### src/rtl/fifo_reader.sv
// Burst reader: pulls burst_len words from a FIFO read port with one-cycle
// read latency and presents them on a valid/ready stream through a 2-entry skid buffer.
module fifo_reader #(
   parameter int DATA_WIDTH = 8,
   parameter int LEN_WIDTH  = 8
) (
   input  logic                  rd_clk,
   input  logic                  rd_rst,
   input  logic                  start,
   input  logic [LEN_WIDTH-1:0]  burst_len,
   output logic                  busy,
   output logic                  done,
   output logic                  fifo_rd_en,
   input  logic [DATA_WIDTH-1:0] fifo_rd_data,
   input  logic                  fifo_empty,
   output logic                  m_valid,
   output logic [DATA_WIDTH-1:0] m_data,
   input  logic                  m_ready,
   output logic [LEN_WIDTH-1:0]  word_count
);

   localparam logic [1:0] S_IDLE  = 2'd0;
   localparam logic [1:0] S_RUN   = 2'd1;
   localparam logic [1:0] S_FLUSH = 2'd2;
   localparam logic [1:0] S_DONE  = 2'd3;

   logic [1:0]            state_q, state_d;
   logic [LEN_WIDTH-1:0]  remaining_q, remaining_d;
   logic [LEN_WIDTH-1:0]  len_q, len_d;
   logic [LEN_WIDTH-1:0]  count_q, count_d;
   logic [1:0]            occ_q, occ_d;
   logic                  inflight_q;
   logic                  wr_ptr_q, rd_ptr_q;
   logic [DATA_WIDTH-1:0] skid_q [2];

   logic       pop;
   logic       rd_en;
   logic [2:0] level;

   // Outputs are forced quiet while reset is held, even before the first reset edge.
   assign m_valid    = !rd_rst && (occ_q != 2'd0);
   assign pop        = m_valid && m_ready;
   assign level      = {1'b0, occ_q} + {2'b00, inflight_q} - {2'b00, pop};
   assign rd_en      = !rd_rst && (state_q == S_RUN) && !fifo_empty &&
                       (remaining_q != '0) && (level < 3'd2);
   assign fifo_rd_en = rd_en;
   assign busy       = !rd_rst && (state_q != S_IDLE);
   assign done       = !rd_rst && (state_q == S_DONE);
   assign m_data     = m_valid ? skid_q[rd_ptr_q] : '0;
   assign word_count = count_q;

   always_comb begin
      state_d     = state_q;
      remaining_d = remaining_q;
      len_d       = len_q;
      count_d     = count_q;
      occ_d       = occ_q + {1'b0, inflight_q} - {1'b0, pop};
      if (pop && (count_q != len_q))
         count_d = count_q + 1'b1;
      case (state_q)
         S_IDLE: begin
            if (start) begin
               len_d       = burst_len;
               remaining_d = burst_len;
               count_d     = '0;
               state_d     = (burst_len == '0) ? S_DONE : S_RUN;
            end
         end
         S_RUN: begin
            if (rd_en) begin
               remaining_d = remaining_q - 1'b1;
               if (remaining_q == LEN_WIDTH'(1))
                  state_d = S_FLUSH;
            end
         end
         S_FLUSH: begin
            // Last word leaving with nothing behind it in the buffer or the read pipe.
            if (pop && (occ_q == 2'd1) && !inflight_q)
               state_d = S_DONE;
         end
         default: state_d = S_IDLE;
      endcase
   end

   always_ff @(posedge rd_clk) begin
      if (rd_rst) begin
         state_q     <= S_IDLE;
         remaining_q <= '0;
         len_q       <= '0;
         count_q     <= '0;
         occ_q       <= 2'd0;
         inflight_q  <= 1'b0;
         wr_ptr_q    <= 1'b0;
         rd_ptr_q    <= 1'b0;
      end else begin
         state_q     <= state_d;
         remaining_q <= remaining_d;
         len_q       <= len_d;
         count_q     <= count_d;
         occ_q       <= occ_d;
         inflight_q  <= rd_en;
         if (inflight_q)
            wr_ptr_q <= ~wr_ptr_q;
         if (pop)
            rd_ptr_q <= ~rd_ptr_q;
      end
   end

   // Storage needs no reset: m_data is masked whenever the buffer is empty.
   always_ff @(posedge rd_clk) begin
      if (!rd_rst && inflight_q)
         skid_q[wr_ptr_q] <= fifo_rd_data;
   end

endmodule

### config.mk
export PLATFORM = sky130hd
export DESIGN_NAME = fifo_reader
export DESIGN_NICKNAME = d
export VERILOG_FILES = /design/src/rtl/fifo_reader.sv
export SDC_FILE = /design/constraint.sdc
export NUM_CORES = 1
export LEC_CHECK = 0
export ABC_AREA = 1
export BUFFER_PORTS_ARGS = -buffer_cell sky130_fd_sc_hd__buf_2
export CORE_MARGIN = 5
export CORE_UTILIZATION = 56
export DETAILED_ROUTE_END_ITERATION = 8
export HOLD_SLACK_MARGIN = 0.06
export PLACE_DENSITY = 0.79
export REMOVE_ABC_BUFFERS = 1
export SLEW_MARGIN = 40
export SYNTH_ARGS = -nofsm -noshare
export SYNTH_HDL_FRONTEND = slang
export SYNTH_SLANG_ARGS = --single-unit
### constraint.sdc
create_clock -name rd_clk -period 3 [get_ports rd_clk]
set_input_delay 0.6 -clock rd_clk [delete_from_list [all_inputs] [get_ports rd_clk]]
set_output_delay 0.6 -clock rd_clk [all_outputs]
set_load 0.005 [all_outputs]
# After elaboration in Yosys (flattened, before gate mapping)
# Memories as Yosys holds them, arrays and structs flattened. A register that Yosys moved wholly into a read port is not among the register bits.
# Cells that the tools add are included.
# W data, S select, Z words.
[totals]
input_bits = 21
n_memories = 1
out_inout_bits = 20
word_cells = 69
register_bits = 31
romBits = 0
latch_bits = 0
ramBits = 16
[mem_list]
columns = ["name", "depth", "width", "rd", "rd_clocked_by_memory_dff", "wr", "line_no", "rtl"]
rows = [
  ["skid_q", 2, 8, 1, 1, 1, "34", "logic [DATA_WIDTH-1:0] skid_q [2];"],
]
[op_classes]
muxes = 17
n_div = 0
shifts = 0
n_addsub = 6
magnitude_cmp = 1
eq_ne = 10
multipliers = 0
reduce_logical = 24
bitwise = 2
[op_table]
columns = ["cell", "count"]
rows = [
  ["$mux W8", 6],
  ["$pmux W8 S2", 1],
  ["$logic_and A1 B1 Y1", 12],
  ["$mux W2", 5],
  ["$add A8 B1 Y8 const B", 1],
  ["$eq A8 B1 Y1 const B", 1],
  ["$logic_not A8 Y1", 1],
  ["$ne A8 B8 Y1", 1],
  ["$reduce_bool A8 Y1", 1],
  ["$sub A8 B1 Y8 const B", 1],
  ["$ne A2 B2 Y1 const B", 3],
  ["$pmux W2 S3", 1],
  ["$reduce_bool A2 Y1", 3],
  ["$eq A2 B1 Y1 const B", 2],
  ["$eq A2 B2 Y1 const B", 2],
  ["$mux W1", 4],
  ["$reduce_and A4 Y1", 1],
  ["$add A2 B1 Y3", 1],
  ["$logic_not A1 Y1", 3],
  ["$lt A3 B2 Y1 const B", 1],
  ["$reduce_and A3 Y1", 1],
  ["$sub A3 B1 Y3", 1],
  ["$add A2 B1 Y2", 1],
  ["$logic_not A2 Y1", 1],
  ["4 further kinds", 5],
]

# Depth between registers and ports, before layout
# Gate-level depths: netlist (run 1).
[logic_depth]
ltp_word = 8
mapped_depth = 20
ltp_nobuf = 20

# Worst setup path after synthesis (run 1)
# OpenSTA, ideal clock, no wires.
[synth_timing]
path_kind = "input-to-output"
startpoint = "input port rd_rst"
endpoint = "output port fifo_rd_en"
required_time_ns = 2.400
setup_slack_ns = 0.248
path_buffers = 0
cell_stages = 14
arrival_ns = 2.152
cell_sequence = "inv_2 -> o21ai_2 -> inv_4 -> nand2_2 -> inv_2 -> nand2_1 -> nand2_1 -> ha_1 -> fa_1 -> nor2_1 -> nand2_1 -> nor2_2 -> nand2_2 -> inv_1"
[synth_between]
elab_chain_cells = 6
word_cells_on_any_way = 9
cone_classes = "add/sub: 1; order compare: 1; reduce/logical: 7"
[synth_rtl]
columns = ["item", "line_no", "rtl"]
rows = [
  ["start: declaration", "8", "input logic rd_rst,"],
  ["$logic_not A1 Y1", "41", "assign m_valid = !rd_rst && (occ_q != 2'd0);"],
  ["$logic_and A1 B1 Y1", "41", ""],
  ["named net m_valid", "16", "output logic m_valid,"],
  ["$logic_and A1 B1 Y1", "42", "assign pop = m_valid && m_ready;"],
  ["$sub A3 B1 Y3", "43", "assign level = {1'b0, occ_q} + {2'b00, inflight_q} - {2'b00, pop};"],
  ["named net level[1]", "38", "logic [2:0] level;"],
  ["$lt A3 B2 Y1", "45", "(remaining_q != '0) && (level < 3'd2);"],
  ["$logic_and A1 B1 Y1", "45", ""],
  ["end: declaration", "13", "output logic fifo_rd_en,"],
]
# The timed path passes the listed nets, and every way through them passes these cells.

# Worst setup path after layout (run 1)
[layout_timing]
startpoint = "register occ_q[0]"
endpoint = "output port fifo_rd_en"
[layout_between]
elab_chain_cells = 6
word_cells_on_any_way = 7
cone_classes = "add/sub: 2; order compare: 1; reduce/logical: 4"
[layout_rtl]
columns = ["item", "line_no", "rtl"]
rows = [
  ["start: declaration", "31", "logic [1:0] occ_q, occ_d;"],
  ["start signal: assignment", "91", "occ_q <= 2'd0;"],
  ["start signal: assignment", "100", "occ_q <= occ_d;"],
  ["branches (longest 3 deep; another with $add A2 B1 Y3)", "n/a", ""],
  ["$sub A3 B1 Y3 (*)", "43", ""],
  ["named net level[1]", "38", ""],
  ["$lt A3 B2 Y1 (*)", "45", ""],
  ["$logic_and A1 B1 Y1 (*)", "45", ""],
]
# Mark *: on every way through the listed nets, which the timed path passes.

==> impl_metrics.toml, run 1 <==
[synth]
synth.avg_cell_area_sq_um = 7.68
yosys.area.top_type = "dfxtp_1"
netlist_area_sq_mm = 0.00263
ys.flop_type = "dfxtp_1"
synth-seq-cells = 48
yosysTopAreaCellShare_pct = 24.4
ys_seq_area_share_pct = 42.7
syn_inst = 342
synth_area_leaders = "dfxtp_1, edfxtp_1, nand2_1, nor2_1, inv_1"
synth_cell_types = 29
yosysWarnings = 0
synth_edf_count = 16
synth-async-reset-ratio_pct = 0

[route]
ant_nets = 0
via_per_inst = 5.06
routed-via-count = 2264
dr.pass1.iters = 4
drt_wl_total_mm = 5.56
post_drt_wl_per_cell_microns = 12.4
drt_iter0_drc = 113
drcViolationCount = 0

[place]
place_hpwl_mm = 4.11
dp_slack_ps = 35.5
io_buffers = 40
place_congestion = 0.897

[setup_path]
r2r_start = "occ_q[0]"
endpoint_kind = "output pin"
required_ps = 2400
crit_type = "flop to output pin"
start_kind = "flop"
worst_ep_arrival_time_ps = 2280
cp_max_fo = 3
crit_path_start = "occ_q[0]"

[die]
num_rows = 25
fp.dieW_microns = 78.5
initial_core_util_pct = 56.7
coreArea_sq_mm = 0.00463
die_area_sq_mm = 0.00616
die_y_microns = 78.5
ios = 41

[timing]
fmax_ghz = 0.347
finalHoldViolCount = 0
slew_headroom_pct = 50.7
post-route-min-period_ps = 2880
fin_skew_ps = 11.3
fin_crit_sh_pct = 96.0
worst_slack_ps = 120
setup_viol = 0
tightest_slew_ps = 737
drv_slew = 0

[cells_and_area]
layout_common_cells = "nand2_1, nor2_1, inv_1, buf_2, dfxtp_1"
multi_input_area_sq_mm = 0.00129
regArea_sq_mm = 0.00113
antenna_cells = 0
drive_gt1_share_pct = 24.2
areaGrowthSynthToFinish_pct = 16.1
finish.net_count = 424
fillerInstances = 403
final_common_cell = "nand2_1"
post-route-util_pct = 65.9

[clock_tree]
numCtsBuffers = 5
h-tree-depth = 2
cts_hold_buffers = 0
insertion_delay_ps = 300
cts_sinks = 48
clock-root-buffer = "clkbuf_8"
clock_path_buffers = 2
cts.clk_slew.worst_paths_ps = 100
cts_tree = "built"

[power_and_ir_drop]
leakagePower_nw = 1.47
power_density_mw_per_mm2 = 723
ir_worst_vdd_uv = 453

[hold_path]
hold_class = "flop to flop"
hp-start = "wr_ptr_q"

[global_route]
overflow = 0
grt_antenna_before_repair = 0
grt_pass1_wl_mm = 9.38
grtUsageTotal_pct = 19.1
grt_max_degree = 17
grt_pass1_vias = 2096

[outcome]
status = "complete, no violations"

[flow_run]
cap_violations = 0
## timing repair
action / CTS / global route
setup endpoints to repair: 0 / 1
gates resized for setup: 0 / 8
setup buffers: 0 / 4
## final timing paths
check,slack (ps),endpoint,depth (start not counted)
max reg2reg,480,state_q[0],17
max,120,fifo_rd_en,14
min,470,wr_ptr_q,2
min reg2reg,470,wr_ptr_q,2
## critical path, cell delays in order (launching register included)
cell and delay [ps]:
dfxtp_4 370, o21ai_4 180, inv_4 50, nand2_4 80
inv_2 40, nand2_2 50, nand2_1 50, ha_2 170
fa_1 480, nor2_1 120, nand2_1 60, nor2_2 110
nand2_2 70, inv_2 40, buf_2 90
## cells by family (layout without fill, tap and decap cells)
group           count (synthesis)  in the layout  synth area share (%)
xor+xnor                       16             16                  5.34
fa+ha+maj                      11             11                  5.53
compound gates                 36             36                  7.43
simple gates                  165            165                  26.6
mux                             8              8                  3.43
flops                          48             48                  42.7
buf+inv                        58            109                  8.96
## synth_stat cells (4+ instances only)
| cell | number |
|---|---|
| nor3_1 | 5 |
| inv_1 | 45 |
| nand2_2 | 7 |
| nor2_1 | 52 |
| nand2_1 | 74 |
| edfxtp_1 | 16 |
| inv_2 | 5 |
| mux2_2 | 8 |
| xnor2_1 | 10 |
| nand3_1 | 18 |
| nor2_2 | 4 |
| a21oi_1 | 10 |
| ha_1 | 10 |
| xor2_1 | 6 |
| dfxtp_1 | 32 |
| o21ai_0 | 19 |
## metrics by stage
step | std cells | hold slack, ps | instance area [sq um] | TNS (ps) | power [mW]
after floorplan | 336 | 438 | 2590 | 0 | 1.57
after global placement | 435 | 451 | 2900 | 0 | 1.76
after detailed placement | 435 | 457 | 2900 | 0 | 1.79
after CTS | 443 | 471 | 3000 | 0 | 2.19
after global routing | 447 | 476 | 3050 | -19.7 | 2.40
final | 447 | 470 | 3050 | 0 | 2.21
## power breakdown
part / leakage, nW / internal (mW) / switching [mW]
logic: 1.02 / 0.350 / 0.570
clock network: 0.0434 / 0.187 / 0.222
registers: 0.407 / 0.778 / 0.0988
## flip-flops by register name, summed over array words and instances (netlist names), named ones only
signal,flops
len_q,8
remaining_q,8
state_q,2
inflight_q,1
skid_q,16
wr_ptr_q,1
rd_ptr_q,1
word_count,8
occ_q,2
## routing by layer
| metal | vias up | GRT usage (%) | wire (microns) |
|---|---|---|---|
| li1 | 1171 | - | - |
| met1 | 1028 | 23.7 | 2450 |
| met2 | 57 | 33.0 | 2800 |
| met3 | 8 | 2.87 | 225 |
| met4 | 0 | 7.69 | 78 |
| met5 | - | 0 | 0 |
## area by class of cell
type                    count  area share, %
inverters                  52           6.65
well taps                  54           2.22
repair buffers             49           8.78
clock inverters             2          0.492
flip-flops and latches     48           36.9
multi-input cells         236           42.2
clock buffers               6           2.71
(Power assumes the default switching activity.)
==> run 2: changes to the inputs <==
- CORE_ASPECT_RATIO: unset -> 1.25
==> impl_metrics.toml, run 2 (synthesis results as in run 1) <==
[outcome]
status = "complete, no violations"

[route]
routed-via-count = 2212
via_per_inst = 4.94
post_drt_wl_per_cell_microns = 12.0
dr.pass1.iters = 4
drt_wl_total_mm = 5.40
drcViolationCount = 0
ant_nets = 0
drt_iter0_drc = 120

[power_and_ir_drop]
power_density_mw_per_mm2 = 742
ir_worst_vdd_uv = 473
leakagePower_nw = 1.47

[setup_path]
reg2reg_depth = 19
required_ps = 2400
start_kind = "flop"
cp_max_fo = 3
worst_ep_arrival_time_ps = 2250
endpoint_kind = "output pin"
r2r_start = "occ_q[0]"
crit_type = "flop to output pin"
crit_path_start = "occ_q[0]"

[cells_and_area]
multi_input_area_sq_mm = 0.00128
top_register = "skid_q"
design_area_sq_mm = 0.00304
finish.net_count = 421
final_common_cell = "nand2_1"
layout_common_cells = "nand2_1, nor2_1, inv_1, buf_2, dfxtp_1"
areaGrowthSynthToFinish_pct = 15.8
largest_reg_flops = 16
antenna_cells = 0
regArea_sq_mm = 0.00113
fillerInstances = 401
drive_gt1_share_pct = 23.1

[clock_tree]
clock_path_buffers = 2
clock-root-buffer = "clkbuf_8"
numCtsBuffers = 5
insertion_delay_ps = 300
h-tree-depth = 2
cts_tree = "built"
cts_sinks = 48
cts.clk_slew.worst_paths_ps = 90

[flow_run]
cap_violations = 0

[timing]
slew_headroom_pct = 55.3
finalHoldViolCount = 0
worst_slack_ps = 147
fin_skew_ps = 4.81
tightest_slew_ps = 669
tns_ps = 0
fin_crit_sh_pct = 95.1
fmax_ghz = 0.350
whs_ps = 487
post-route-min-period_ps = 2850
setup_viol = 0
drv_slew = 0
rsz0062_at_grt = "no"

[global_route]
grt_pass1_vias = 2153
grtUsageTotal_pct = 19.0
grt_max_degree = 17
grt_antenna_before_repair = 0
overflow = 0
grt_pass1_wl_mm = 9.41

[die]
num_rows = 27
fp.dieW_microns = 71.3
initial_core_util_pct = 58.5
die_area_sq_mm = 0.00617
ios = 41
die_y_microns = 86.6
coreArea_sq_mm = 0.00449

[place]
place_congestion = 0.911
dp_slack_ps = 88.2
place_area_sq_mm = 0.00290
io_buffers = 40
place_hpwl_mm = 4.21

[hold_path]
hp-start = "fifo_rd_data[0]"
hold_class = "primary input to flop"
min_path_cells = 1
run 2: per-layer routing:
metal,routed length (microns),track usage [%]
met1,2160,21.1
met2,2900,35.1
met3,202,2.90
met4,139,8.38
met5,0,0
run 2: power breakdown:
part	switching [mW]	leakage, nW	internal (mW)
logic	0.569	1.01	0.345
clock network	0.216	0.0548	0.251
registers	0.0972	0.407	0.778
run 2: worst paths after layout:
| check | endpoint | slack (ps) |
|---|---|---|
| setup reg to reg | remaining_q[7] | 520 |
| setup / recovery | fifo_rd_en | 150 |
| hold reg to reg | remaining_q[1] | 500 |
| hold / removal | skid_q[0][0] | 490 |
run 2: area by class of cell:
type	count	area share (%)
clock buffer	5	2.26
clock inverter	3	1.52
inverter	52	6.66
multi-input combinational	236	42.1
sequential	48	37.0
tap	58	2.39
timing repair buffer	46	8.06
run 2: stage by stage:
stage | instances | total power [mW] | util (%)
2_1_floorplan | 336 | 1.57 | -
3_3_place_gp | 439 | 1.77 | 64.6
3_5_place_dp | 439 | 1.79 | 64.6
4_1_cts | 447 | 2.27 | 67.2
5_1_grt | 448 | 2.46 | 67.7
6_report | 448 | 2.26 | 67.7
run 2: timing repair:
action                     in CTS  in global routing
buffers inserted                0                  1
hold buffers                    0                  0
setup endpoints to repair       0                  1
resized for setup               0                  5
run 2: worst max-delay path, stage by stage, from the launching register on:
cell and delay, ps:
dfxtp_4 370, o21ai_4 170, inv_4 50, nand2_2 80, inv_2 50, nand2_2 70, nand2_1 60, ha_1 190
fa_1 460, nor2_1 110, nand2_1 70, nor2_2 90, nand2_2 60, inv_1 50, buf_2 100
